==> src/rtl/i2_vector_loader_if.sv <==
// Stream-in / wide-vector-out bundle for the i2 vector loader.
// master: beat source plus vector consumer; slave: the loader itself.
interface i2_vector_loader_if #(
   parameter int unsigned VEC_W = 201,
   parameter int unsigned IN_W  = 8
);
   logic             in_valid;
   logic             in_ready;
   logic [IN_W-1:0]  in_data;
   logic             in_last;
   logic             out_valid;
   logic             out_ready;
   logic [VEC_W-1:0] out_vec;
   logic             err_len;

   modport master (
      output in_valid, in_data, in_last, out_ready,
      input  in_ready, out_valid, out_vec, err_len
   );

   modport slave (
      input  in_valid, in_data, in_last, out_ready,
      output in_ready, out_valid, out_vec, err_len
   );
endinterface

==> src/rtl/i2_vector_loader.sv <==
// Assembles a VEC_W-bit i2 input vector from framed IN_W-bit beats and holds it for the evaluator.
// Optional delivered-frame counter port frame_cnt enabled by `define LOADER_FRAME_CNT_EN.
module i2_vector_loader #(
   parameter int unsigned VEC_W = 201,
   parameter int unsigned IN_W  = 8
) (
   input  logic              clk,
   input  logic              rst,
`ifdef LOADER_FRAME_CNT_EN
   output logic [15:0]       frame_cnt,
`endif
   i2_vector_loader_if.slave ld_io
);
   localparam int unsigned NBEATS = (VEC_W + IN_W - 1) / IN_W;
   localparam int unsigned CNT_W  = (NBEATS > 1) ? $clog2(NBEATS) : 1;
   localparam logic [CNT_W-1:0] LastBeat = CNT_W'(NBEATS - 1);

   typedef enum logic [1:0] {StFill, StDrain, StFull} state_e;

   state_e           state_q;
   logic [CNT_W-1:0] beat_cnt_q;
   logic [VEC_W-1:0] vec_q, vec_d;
   logic [VEC_W-1:0] beat_mask, beat_rep;
   logic             in_ready_q, out_valid_q, err_len_q;
   logic             accept;
   logic             deliver;

   assign accept  = ld_io.in_valid & in_ready_q;
   assign deliver = out_valid_q & ld_io.out_ready;

   // Beat replicated across the vector; the mask picks the current slice, bits past VEC_W drop.
   assign beat_rep = VEC_W'({NBEATS{ld_io.in_data}});

   always_comb begin
      beat_mask = '0;
      for (int unsigned i = 0; i < VEC_W; i++) begin
         beat_mask[i] = ((i / IN_W) == 32'(beat_cnt_q));
      end
      vec_d = (vec_q & ~beat_mask) | (beat_rep & beat_mask);
   end

   always_ff @(posedge clk) begin
      if (rst) begin
         state_q     <= StFill;
         beat_cnt_q  <= '0;
         vec_q       <= '0;
         in_ready_q  <= 1'b1;
         out_valid_q <= 1'b0;
         err_len_q   <= 1'b0;
      end else begin
         err_len_q <= 1'b0;
         case (state_q)
            StFill: begin
               if (accept) begin
                  vec_q <= vec_d;
                  if (beat_cnt_q == LastBeat) begin
                     beat_cnt_q <= '0;
                     if (ld_io.in_last) begin
                        state_q     <= StFull;
                        in_ready_q  <= 1'b0;
                        out_valid_q <= 1'b1;
                     end else begin
                        state_q   <= StDrain;
                        err_len_q <= 1'b1;
                     end
                  end else if (ld_io.in_last) begin
                     beat_cnt_q <= '0;
                     err_len_q  <= 1'b1;
                  end else begin
                     beat_cnt_q <= beat_cnt_q + 1'b1;
                  end
               end
            end
            StDrain: begin
               // Overlong frame: swallow beats up to and including its in_last.
               if (accept && ld_io.in_last) begin
                  state_q <= StFill;
               end
            end
            StFull: begin
               if (ld_io.out_ready) begin
                  state_q     <= StFill;
                  in_ready_q  <= 1'b1;
                  out_valid_q <= 1'b0;
               end
            end
            default: begin
               state_q     <= StFill;
               beat_cnt_q  <= '0;
               in_ready_q  <= 1'b1;
               out_valid_q <= 1'b0;
            end
         endcase
      end
   end

   assign ld_io.in_ready  = in_ready_q;
   assign ld_io.out_valid = out_valid_q;
   assign ld_io.out_vec   = vec_q;
   assign ld_io.err_len   = err_len_q;

`ifdef LOADER_FRAME_CNT_EN
   logic [15:0] frame_cnt_q;

   always_ff @(posedge clk) begin
      if (rst) begin
         frame_cnt_q <= '0;
      end else if (deliver && (frame_cnt_q != 16'hFFFF)) begin
         frame_cnt_q <= frame_cnt_q + 16'd1;
      end
   end

   assign frame_cnt = frame_cnt_q;
`else
   logic unused_deliver;
   assign unused_deliver = deliver;
`endif

endmodule

==> src/flat_wrapper.sv <==
// flat-port wrapper written by rule: the top's interface ports become plain ports
module i2_vector_loader_flat 
#(
   parameter int unsigned VEC_W = 201,
   parameter int unsigned IN_W  = 8
)
  (clk, rst, ld_io_in_valid, ld_io_in_data, ld_io_in_last, ld_io_out_ready, ld_io_in_ready, ld_io_out_valid, ld_io_out_vec, ld_io_err_len);
  i2_vector_loader_if #(.VEC_W(VEC_W), .IN_W(IN_W)) ld_io_i ();
  input  logic clk;
  input  logic rst;
  input wire logic [$bits(ld_io_i.in_valid)-1:0] ld_io_in_valid;
  input wire logic [$bits(ld_io_i.in_data)-1:0] ld_io_in_data;
  input wire logic [$bits(ld_io_i.in_last)-1:0] ld_io_in_last;
  input wire logic [$bits(ld_io_i.out_ready)-1:0] ld_io_out_ready;
  output wire logic [$bits(ld_io_i.in_ready)-1:0] ld_io_in_ready;
  output wire logic [$bits(ld_io_i.out_valid)-1:0] ld_io_out_valid;
  output wire logic [$bits(ld_io_i.out_vec)-1:0] ld_io_out_vec;
  output wire logic [$bits(ld_io_i.err_len)-1:0] ld_io_err_len;
  assign ld_io_i.in_valid = ld_io_in_valid;
  assign ld_io_i.in_data = ld_io_in_data;
  assign ld_io_i.in_last = ld_io_in_last;
  assign ld_io_i.out_ready = ld_io_out_ready;
  assign ld_io_in_ready = ld_io_i.in_ready;
  assign ld_io_out_valid = ld_io_i.out_valid;
  assign ld_io_out_vec = ld_io_i.out_vec;
  assign ld_io_err_len = ld_io_i.err_len;
  i2_vector_loader #(.VEC_W(VEC_W), .IN_W(IN_W)) u_core (.clk(clk), .rst(rst), .ld_io(ld_io_i));
endmodule
==> config.mk <==
export PLATFORM = sky130hd
export DESIGN_NAME = i2_vector_loader_flat
export DESIGN_NICKNAME = d
export VERILOG_FILES = /design/src/rtl/i2_vector_loader_if.sv /design/src/rtl/i2_vector_loader.sv /design/src/flat_wrapper.sv
export SDC_FILE = /design/constraint.sdc
export NUM_CORES = 1
export LEC_CHECK = 0
export ABC_AREA = 0
export BUFFER_PORTS_ARGS = -buffer_cell sky130_fd_sc_hd__buf_4
export CAP_MARGIN = 10
export CORE_MARGIN = 2
export CORE_UTILIZATION = 50
export DETAILED_ROUTE_END_ITERATION = 8
export MAX_ROUTING_LAYER = met4
export PLACE_DENSITY = 0.78
export SYNTH_ARGS = -nofsm -noshare
export SYNTH_HDL_FRONTEND = slang
export SYNTH_SLANG_ARGS = --single-unit
==> constraint.sdc <==
create_clock -name clk -period 2.84 [get_ports clk]
set_clock_uncertainty 0.15 [all_clocks]
set_input_delay 0.568 -clock clk [delete_from_list [all_inputs] [get_ports clk]]
set_output_delay 0.568 -clock clk [all_outputs]
set_load 0.02 [all_outputs]
==> results <==
- The via count of the first global-routing pass came to roughly 6.5k.
- After clock tree synthesis, the clock-pin slew on the worst setup and hold paths is approximately 0.06 ns.
- The floorplan has 45 rows.
- The flow ran to the end, and the final reports show no timing, DRC or antenna violations.
- The region available for standard cell placement spans 15310 sq um.
- The critical path data required time is about 3 ns.
- The number of iterations in the first detailed-routing pass is 5.
- By area the synthesized netlist is led by sky130_fd_sc_hd__dfxtp_1, sky130_fd_sc_hd__nand2_1, sky130_fd_sc_hd__a21oi_1, sky130_fd_sc_hd__mux2i_1, sky130_fd_sc_hd__clkbuf_1.
- The gate count after technology mapping is between 900 and 1k.
- 0 antenna diodes ended up in the layout.
- The power density relative to cell area is between 500 and 600 nW/um^2.
- The placer's final routability congestion estimate is 0.7964.
- The worst-case IR drop observed on VDD is ~0.00052 V.
- The total length of routed wires is about 23000 um.
- When the netlist entered floorplanning its net count stood at 986.
- The kind of cell adding the most delay to the critical path is simple AND/OR/NAND/NOR gates.
- After detailed routing, the number of remaining DRC violations is 0.
- The number of hold violations in the final report is 0.
- The total of cells resized after clock tree synthesis is 0.
- The depth of the critical timing path with buffers and inverters included is 7.
- The total overflow left after global routing is 0.
- Of the cells placed in the final design, the portion with a size suffix greater than 1 is ~24%.
- The maximum number of pins on one net before global-route repair is 71.
- In this run the remaining antenna-violating nets after routing total 0.
- The final count of pins violating max slew is 0.
- STA classifies the critical path endpoint as a register.
- The number of maximum-capacitance constraint violations is 0.
- The register-to-register setup slack is about 0.54 ns.
- The later pin in the worst-skew pair is clocked with a latency of around 0.5 ns.
- By count the netlist is led by sky130_fd_sc_hd__nand2_1, sky130_fd_sc_hd__dfxtp_1, sky130_fd_sc_hd__a21oi_1.
- The highest achievable clock rate is 0.4339 GHz.
- In the final timing run, aggregate negative setup slack is 0 ns.
- Of the post-synthesis cell area, the dominant cell type holds a little over half.
- The sequential fraction of the synthesis area is 53.45%.
- Buffers inserted to repair hold after CTS numbered 0.
- The number of antenna violations at the first check in global routing is 0.
- Once the floorplan was initialized, standard cells occupied 51.60% of the core.
- The async set or reset register ratio after synthesis is 0%.
- The overall die height is 129.7 um.
- The worst register-to-register path begins at u_core.state_q[0]$_SDFFE_PP0P_.
- The wire-length estimate of the detail-placed layout is ~14000 um.
- Buffers placed on the I/O ports in this run total ~220.
- For the worst flop-to-flop path, the logic depth is 7.
- Traced cell by cell, the critical path runs through inv_1 -> ha_1 -> and4b_1 -> buf_4 -> nand3_2 -> mux2i_1 -> nor2_1.
- For this run, the number of standard cells in the final layout without fillers is roughly 1.4k.
- Summed over all instances, the cell type with the most area after synthesis is sky130_fd_sc_hd__dfxtp_1.
- The launching element type of the critical path is a register.
- The cell at the slowest stage of the critical path is sky130_fd_sc_hd__ha_1.
- For the pin with the worst max-slew slack, the measured transition is between 0.6 and 0.7 ns.
- The root buffer cell chosen for the clock tree is sky130_fd_sc_hd__clkbuf_16.
- The launching instance or port of the critical path is u_core.state_q[0]$_SDFFE_PP0P_.
- sky130_fd_sc_hd__nand2_1 is the most common cell in the netlist.
- The data arrival time of the critical path is 2.53 ns.
- The count of vias placed by the detailed router is about 7.2k.
- The post-route fraction of the period consumed by the critical path is 81.16%.
- The leading register cell type out of synthesis is sky130_fd_sc_hd__dfxtp_1.
- The H-tree depth reported by CTS is 1.
- The netlist uses 36 different library cells.
- The delay of the slowest cell on the worst path is between 0.3 and 0.4 ns.
- The floorplan step set the die width to about 130 um.
- In this run the static leakage power is 4.348 nW.
- In this run, CTS created clock tree buffers numbering 22.
- Using the TritonRoute via totals, the vias-per-cell ratio works out to ~5.3.
- After detailed routing, the average wire length per cell comes to 16.78 um.
- Global routing used between 20% and 30% of the available tracks.
- The class of the most critical hold timing path is primary input to register.
- The mean cell area of the mapped netlist is ~8.2 sq um.
- In this run, synthesis inferred 0 flip-flops with an integrated enable.
- The TritonCTS sink count is between 200 and 250.
- Setup repair after global routing left no endpoint under its margin.
- Setup violations remaining at the end of the flow were counted as 0.
- The TritonCTS clock tree is done.
- about 220 I/O pins were placed.
- The completed layout was analyzed and its total power is 6.106 mW.
- In this run the cell area of the synthesized design comes to ~8000 sq um.
- The worst-case clock buffer depth is 3.
- The smallest clock period supported by the final layout is computed as ~2.3 ns.
- The number of warning messages in the yosys log is 0.
- Along the worst path, the maximum fanout reaches 25.
- The buffer count from post-CTS setup fixing is 0.
- Together, buffers and inverters on the worst path number 2.
- The floorplan step defined a die boundary enclosing approximately 17000 sq um.
- Compared with the post-synthesis result, the final layout area differs by 30.21%.
- The number of nets in the layout is roughly 1.2k.
- The layout has between 1k and 1.5k filler cells.
- The violation count after the first detailed-route iteration is 604.
- The max-slew headroom at the worst pin is roughly 59%.
- The number of placed instances with taps included is between 1k and 1.5k.
- Counting flops and latches in the post-synthesis netlist gives 211.
- The global-route wire length before repair is around 35000 um.
- The worst setup path is of the register to register kind.
tightest hold or removal path, cell delays in order:
cell,delay (ns)
sky130_fd_sc_hd__buf_4,0.10
sky130_fd_sc_hd__xnor2_1,0.11
sky130_fd_sc_hd__nor3_1,0.05
metal layers:
layer / vias to the layer above / GRT usage (%) / wire length, um
met5: - / - / 0
met4: 0 / 6.958 / 436
met3: 35 / 4.838 / 1606
met2: 254 / 43.52 / 11000
met1: 3372 / 34.45 / 9718
li1: 3494 / - / -
kinds of logic (layout without fill, tap and decap cells):
family                   Yosys count  count (layout)  share of synthesized area (%)
XOR/XNOR                           1               1                         0.1108
flip-flops                       211             211                          53.45
AND/OR/NAND/NOR                  437             437                          23.81
adder cells (fa/ha/maj)            8               8                          1.267
AO/OA/AOI/OAI                    177             177                          11.57
buffers and inverters             90             271                          4.592
multiplexers                      41              41                          5.193
cells in the final DEF, fill, tap and decap left out, types with 6 or more instances in the layout:
cell	n
sky130_fd_sc_hd__dfxtp_1	211
sky130_fd_sc_hd__buf_4	222
sky130_fd_sc_hd__ha_1	8
sky130_fd_sc_hd__nand3_2	12
sky130_fd_sc_hd__a21oi_1	164
sky130_fd_sc_hd__nand3_1	14
sky130_fd_sc_hd__clkinv_2	6
sky130_fd_sc_hd__inv_1	7
sky130_fd_sc_hd__nand2_1	323
sky130_fd_sc_hd__clkbuf_16	23
sky130_fd_sc_hd__mux2i_1	41
sky130_fd_sc_hd__and3_1	18
sky130_fd_sc_hd__nor2_1	45
power by group:
group	switching, mW	internal, mW
sequential	0.00887	2.97
clock	1.14	1.73
combinational	0.182	0.0662
layout make-up:
cell class	count	area (sq um)	area share, %
Timing Repair Buffer	226	1738	16.89
Clock buffer	30	631.9	6.141
Inverter	7	26.28	0.2553
Clock inverter	8	90.09	0.8755
Multi-Input combinational cell	664	3316	32.22
Tap cell	211	264.0	2.566
Sequential cell	211	4224	41.05
stage by stage:
step	cell area, sq um	util, %	hold slack (ns)	setup slack [ns]
2_1_floorplan	7903	-	0.3286	0.7841
3_3_place_gp	9568	62.48	0.2918	0.6502
3_5_place_dp	9568	62.48	0.2981	0.5763
4_1_cts	10290	67.19	0.2278	0.5483
5_1_grt	10290	67.19	0.2549	0.3515
6_report	10290	67.19	0.2331	0.5351
worst min path at each step:
stage | depth (start not counted) | endpoint | start
2_1_floorplan | 2 | u_core.beat_cnt_q[4]$_SDFFE_PP0P_ | u_core.beat_cnt_q[4]$_SDFFE_PP0P_
3_3_place_gp | 2 | register | register
3_5_place_dp | 2 | register | register
4_1_cts | 3 | u_core.ld_io.err_len$_SDFF_PP0_ | ld_io_in_last
5_1_grt | 3 | u_core.ld_io.err_len$_SDFF_PP0_ | ld_io_in_last
6_report | 3 | u_core.ld_io.err_len$_SDFF_PP0_ | ld_io_in_last
No activity file was read; power rests on OpenSTA's default activity.
